==> src/rtl/spad_pkg.sv <==
// Shared constants, read-status encoding and modulo pointer helper for the
// ifmap sliding-window scratch pad.
package spad_pkg;

  localparam int unsigned SPAD_DW    = 16;
  localparam int unsigned SPAD_DEPTH = 12;

  // Status of the read issued in the previous cycle.
  typedef enum logic [1:0] {
    RD_IDLE = 2'd0,
    RD_OK   = 2'd1,
    RD_ERR  = 2'd2
  } rd_status_e;

  // Modulo-depth add for pointers. Both operands must already be < depth,
  // so a single conditional subtract is enough (no general modulo).
  function automatic int unsigned wrap_add(input int unsigned ptr,
                                           input int unsigned amt,
                                           input int unsigned depth);
    int unsigned sum;
    sum = ptr + amt;
    return (sum >= depth) ? (sum - depth) : sum;
  endfunction

endpackage

==> src/rtl/spad_mem.sv <==
// Simple dual-port RAM: one write port, one synchronous read port, no reset.
module spad_mem
  import spad_pkg::*;
#(
  parameter  int unsigned DW    = SPAD_DW,
  parameter  int unsigned DEPTH = SPAD_DEPTH,
  localparam int unsigned AW    = $clog2(DEPTH)
) (
  input  logic          clk,
  input  logic          we,
  input  logic [AW-1:0] waddr,
  input  logic [DW-1:0] wdata,
  input  logic          re,
  input  logic [AW-1:0] raddr,
  output logic [DW-1:0] rdata
);

  logic [DW-1:0] mem_q [DEPTH];
  logic [DW-1:0] rdata_q;

  // Storage write; contents are intentionally left uninitialised on reset.
  always_ff @(posedge clk) begin
    if (we) mem_q[waddr] <= wdata;
  end

  // Registered read; output only changes on an enabled read.
  always_ff @(posedge clk) begin
    if (re) rdata_q <= mem_q[raddr];
  end

  assign rdata = rdata_q;

endmodule

==> src/rtl/ifmap_spad_win.sv <==
// Circular sliding-window ifmap scratch pad: streamed writes at the tail,
// head-relative reads with 1-cycle latency, and a multi-entry shift that
// retires the oldest entries. Optional macro IFMAP_SPAD_WIN_FWD_EN forwards
// the entry being written to a same-cycle read at offset == count.
//
// Handshake: a write transfers on a cycle where wr_valid && wr_ready; wr_valid
// while full is dropped silently. Reads and shifts are single-cycle commands
// with no back-pressure. All commands in one cycle see the pre-update state.
module ifmap_spad_win
  import spad_pkg::*;
#(
  parameter  int unsigned DW    = SPAD_DW,
  parameter  int unsigned DEPTH = SPAD_DEPTH,
  localparam int unsigned AW    = $clog2(DEPTH)
) (
  input  logic          clk,
  input  logic          reset_n,
  input  logic          wr_valid,
  output logic          wr_ready,
  input  logic [DW-1:0] wr_data,
  input  logic          rd_en,
  input  logic [AW-1:0] rd_addr,
  output logic          rd_valid,
  output logic [DW-1:0] rd_data,
  output logic          rd_err,
  input  logic          shift_en,
  input  logic [AW:0]   shift_amt,
  output logic          shift_err,
  output logic [AW:0]   count,
  output logic          full,
  output logic          empty
);

  localparam logic [AW:0] DEPTH_C = (AW+1)'(DEPTH);

  logic [AW-1:0] head_q, head_d;
  logic [AW-1:0] tail_q, tail_d;
  logic [AW:0]   count_q, count_d;
  rd_status_e    rd_status_q, rd_status_d;
  logic          shift_err_q, shift_err_d;
  logic [DW-1:0] rd_hold_q, rd_hold_d;

  logic          w_acc;
  logic          rd_ok;
  logic          fwd_hit;
  logic [AW:0]   s_eff;
  logic [AW-1:0] rd_phys;
  logic [DW-1:0] mem_rdata;

`ifdef IFMAP_SPAD_WIN_FWD_EN
  logic          fwd_q, fwd_d;
  logic [DW-1:0] fwd_data_q, fwd_data_d;
`endif

  assign full     = (count_q == DEPTH_C);
  assign empty    = (count_q == '0);
  assign wr_ready = !full;
  assign count    = count_q;

  // Command decode, pointer/count update and read status, all from pre-update state.
  always_comb begin
    w_acc   = wr_valid && !full;
    rd_ok   = rd_en && ({1'b0, rd_addr} < count_q);
    fwd_hit = 1'b0;
`ifdef IFMAP_SPAD_WIN_FWD_EN
    fwd_hit = rd_en && w_acc && ({1'b0, rd_addr} == count_q);
`endif
    s_eff = '0;
    if (shift_en) s_eff = (shift_amt > count_q) ? count_q : shift_amt;
    shift_err_d = shift_en && (shift_amt > count_q);

    rd_phys = AW'(wrap_add(32'(head_q), 32'(rd_addr), DEPTH));
    head_d  = AW'(wrap_add(32'(head_q), 32'(s_eff), DEPTH));
    tail_d  = w_acc ? AW'(wrap_add(32'(tail_q), 32'd1, DEPTH)) : tail_q;
    count_d = count_q + {{AW{1'b0}}, w_acc} - s_eff;

    rd_status_d = RD_IDLE;
    if (rd_en) rd_status_d = (rd_ok || fwd_hit) ? RD_OK : RD_ERR;

`ifdef IFMAP_SPAD_WIN_FWD_EN
    fwd_d      = fwd_hit;
    fwd_data_d = fwd_hit ? wr_data : fwd_data_q;
`endif
  end

  // Output data mux: fresh data on a good read, otherwise the held value.
  always_comb begin
    rd_data = rd_hold_q;
    if (rd_status_q == RD_OK) rd_data = mem_rdata;
`ifdef IFMAP_SPAD_WIN_FWD_EN
    if (rd_status_q == RD_OK && fwd_q) rd_data = fwd_data_q;
`endif
    rd_hold_d = rd_data;
  end

  assign rd_valid  = (rd_status_q == RD_OK);
  assign rd_err    = (rd_status_q == RD_ERR);
  assign shift_err = shift_err_q;

  // Control state register with asynchronous clear.
  always_ff @(posedge clk or negedge reset_n) begin
    if (!reset_n) begin
      head_q      <= '0;
      tail_q      <= '0;
      count_q     <= '0;
      rd_status_q <= RD_IDLE;
      shift_err_q <= 1'b0;
      rd_hold_q   <= '0;
    end else begin
      head_q      <= head_d;
      tail_q      <= tail_d;
      count_q     <= count_d;
      rd_status_q <= rd_status_d;
      shift_err_q <= shift_err_d;
      rd_hold_q   <= rd_hold_d;
    end
  end

`ifdef IFMAP_SPAD_WIN_FWD_EN
  // Forwarding capture for a read of the entry being written this cycle.
  always_ff @(posedge clk or negedge reset_n) begin
    if (!reset_n) begin
      fwd_q      <= 1'b0;
      fwd_data_q <= '0;
    end else begin
      fwd_q      <= fwd_d;
      fwd_data_q <= fwd_data_d;
    end
  end
`endif

  spad_mem #(.DW(DW), .DEPTH(DEPTH)) u_mem (
    .clk   (clk),
    .we    (w_acc),
    .waddr (tail_q),
    .wdata (wr_data),
    .re    (rd_ok),
    .raddr (rd_phys),
    .rdata (mem_rdata)
  );

endmodule

==> config.mk <==
export PLATFORM = sky130hd
export DESIGN_NAME = ifmap_spad_win
export DESIGN_NICKNAME = d
export VERILOG_FILES = /design/src/rtl/spad_pkg.sv /design/src/rtl/spad_mem.sv /design/src/rtl/ifmap_spad_win.sv
export SDC_FILE = /design/constraint.sdc
export NUM_CORES = 1
export LEC_CHECK = 0
export ABC_AREA = 1
export CORE_ASPECT_RATIO = 1.4
export CORE_MARGIN = 8
export CORE_UTILIZATION = 35
export CTS_CLUSTER_SIZE = 14
export DETAILED_ROUTE_END_ITERATION = 10
export PLACE_DENSITY = 0.61
export SLEW_MARGIN = 5
export SYNTH_ARGS = -nofsm -noshare
export SYNTH_HDL_FRONTEND = slang
export SYNTH_SLANG_ARGS = --single-unit
==> constraint.sdc <==
create_clock -name clk -period 4.17 [get_ports clk]
set_clock_uncertainty 0.15 [all_clocks]
set_input_delay 1.251 -clock clk [delete_from_list [all_inputs] [get_ports clk]]
set_output_delay 1.251 -clock clk [all_outputs]
set_load 0.02 [all_outputs]
==> impl_metrics.csv <==
group,metric,value,unit
global_route,grt_max_degree,97,
die,initial_core_util,0.3533,
critical_path,worstPathMaxFanout,17,
detailed_routing,vias,6856,
synth,synth_seq_cells,240,
sta,min_period,3956,ps
power,leakage,4.801,nW
clocking,cts_inserted_buffers,25,
clocking,path_clk_slew,60,ps
place,io_buffers,56,
final_layout,layout.nets,1056,
die,die-width,160.6,um
global_route,grt_use_total,0.1375,
clocking,h-tree-depth,1,
final_layout,drive_above_1_share,0.1228,
power,powerDensity,874.0,nW/um^2
clocking,postCtsSetupBuffers,0,
job,cap_viol_max_count,0,
critical_path,crit_required,2770,ps
sta,max-slew-margin-rel,0.4225,
critical_path,critPathKind,"reg -> out",
sta,finalHoldViolCount,0,
final_layout,area_growth,22.30,%
global_route,antenna_found_initial,1,
synth,netlist_area,10240,um^2
final_layout,final_core_util,0.4321,
detailed_routing,wl_per_cell,17.49,um
sta,worst_slew_pin_slew,863.5,ps
final_layout,final_cell_mix,"edfxtp_1 (208), nand2_1 (180), nor2_1 (119), o21ai_0 (73), clkdlybuf4s50_1 (56)",
sta,grt_setup_unrepaired,"false",
sta,maxSlewViolCount,0,
clocking,clock_latency,510,ps
sta,finalCritPeriodShare,0.9486,
detailed_routing,firstDrtPassIters,5,
sta,holdWs,331.3,ps
die,dieHeight,218.4,um
sta,finalSetupViolCount,0,
place,gp_congestion,0.8330,
detailed_routing,drcViolationCount,0,
clocking,root_buffer,"clkbuf_16",
detailed_routing,viasPerCell,4.929,
clocking,cts_tree,"built",
global_route,grt_pass1_wl,38500,um
detailed_routing,drt_iter0_markers,500,
critical_path,crit_arrival,2550,ps
clocking,cts_hold_buf,0,
synth,seq_area_frac_synth,0.6882,
clocking,cts.sink_count,240,
synth,synthCells,892,
detailed_routing,drtAntennaViolNets,0,
synth,yosysWarnings,0,
die,ios,57,
critical_path,start_kind,"flip-flop",
synth,syn-num-nets,957,
detailed_routing,drt_wl_total,24330,um
global_route,grt_pass1_vias,7087,
clocking,clockBufferDepth,3,
global_route,grt_overflow,0,
critical_path,r2r_setup_slack,880,ps
synth,avgSynthCellArea,11.48,um^2
place,hpwl,14600,um
power,vdd_drop_max,0.5047,mV
sta,fmax,252.8,MHz
die,die_area,35060,um^2
die,rows,74,
critical_path,end_kind,"output port",
hold_path,hp-class,"reg -> reg",
die,coreArea,28980,um^2
synth,synth.distinct_cells,34,
final_layout,layout_commonest_cell,"edfxtp_1",
outcome,outcome,"completed",
[synth_stat cells]
library cell / number / share of area
edfxtp_1: 208 / 0.61
nand2_1: 181 / 0.066
nor2_1: 119 / 0.044
o21ai_0: 73 / 0.036
inv_1: 46 / 0.017
nand3_1: 44 / 0.022
a21oi_1: 39 / 0.019
dfrtp_1: 32 / 0.078
ha_1: 32 / 0.039
clkbuf_1: 23 / 0.0084
nor3_1: 18 / 0.0088
o22ai_1: 16 / 0.0098
o21ai_1: 13 / 0.0064
buf_2: 9 / 0.0044
xor2_1: 8 / 0.0068
inv_2: 5 / 0.0018
fa_1: 3 / 0.0059
nand2_2: 3 / 0.0018
a31oi_1: 2 / 0.0012
buf_1: 2 / 0.00073
buf_6: 2 / 0.0022
nand4_1: 2 / 0.0012
a21o_1: 1 / 0.00073
a21oi_2: 1 / 0.00086
and2_1: 1 / 0.00061
buf_4: 1 / 0.00073
buf_8: 1 / 0.0015
clkinv_1: 1 / 0.00037
inv_4: 1 / 0.00061
nand2_4: 1 / 0.0011
nand3b_1: 1 / 0.00073
o221ai_1: 1 / 0.00086
o22ai_2: 1 / 0.0012
xnor2_1: 1 / 0.00086
[worst paths after layout]
check | from | endpoint | depth (start not counted)
setup / recovery | rd_status_q[0] | rd_data[12] | 6
hold / removal | u_mem.rdata[4] | rd_hold_q[4] | 2
setup reg to reg | count[4] | count[4] | 16
hold reg to reg | u_mem.rdata[4] | rd_hold_q[4] | 2
max in group asynchronous | reset_n | rd_hold_q[7] | 2
min in group asynchronous | reset_n | count[4] | 1
[final cells by class]
type / count / area (um^2)
diodes: 1 / 2.502
clock buffers: 28 / 636.9
clock inverters: 18 / 252.7
fillers: 2680 / 16460
inverters: 53 / 201.4
multi-input cells: 561 / 2892
flip-flops and latches: 240 / 7047
well taps: 380 / 475.5
repair buffers: 110 / 1016
[report_power, final]
| group | switching (mW) | internal (mW) |
|---|---|---|
| sequential | 0.184 | 3.17 |
| combinational | 3.32 | 1.88 |
| clock | 0.913 | 1.48 |
| total | 4.42 | 6.53 |
[sequential cells by signal (all words and copies together) (netlist names)]
signal	count
u_mem.mem_q	192
rd_hold_q	16
u_mem.rdata	16
count	5
head_q	4
tail_q	4
rd_status_q	2
shift_err	1
[what timing repair did]
item                       CTS  global route
hold endpoints to repair     0             0
gates resized for setup      0             4
setup endpoints to repair    0             3
[metrics by stage]
stage / total power, mW / instances / TNS, ps / setup slack [ps] / cell area (um^2)
5_1_grt: 11.72 / 1391 / 0 / 7.456 / 12520
2_1_floorplan: 6.606 / 892 / 0 / 149.8 / 10240
3_5_place_dp: 8.634 / 1344 / -1364 / -354.4 / 11610
3_3_place_gp: 8.533 / 1344 / -1161 / -290.4 / 11610
4_1_cts: 11.04 / 1390 / 0 / 171.0 / 12500
6_report: 10.95 / 1391 / 0 / 214.3 / 12520
[critical path, stage by stage (launching register included)]
cell and delay, ps:
dfrtp_1 370, nand2_1 70, buf_4 200, clkinv_1 450, nand2_1 220, nand2_1 130, clkdlybuf4s50_1 580
[cells by family (layout without fill, tap and decap cells)]
family	count (synthesis)	after routing	share of synthesized area
and+or+nand+nor	370	370	0.1458
buffers and inverters	91	209	0.03763
other	0	1	0
AOI/OAI and AO/OA	147	147	0.07576
DFF	240	240	0.6882
adders and majority gates	35	35	0.04497
xor gates and xnor gates	9	9	0.007698
[metal layers]
| layer | GRT usage | share of wire |
|---|---|---|
| met5 | 0 | 0 |
| met4 | 0.04528 | 0.021 |
| met3 | 0.02335 | 0.062 |
| met2 | 0.2440 | 0.50 |
| met1 | 0.1666 | 0.41 |
Power figures use the tool's default switching activity.
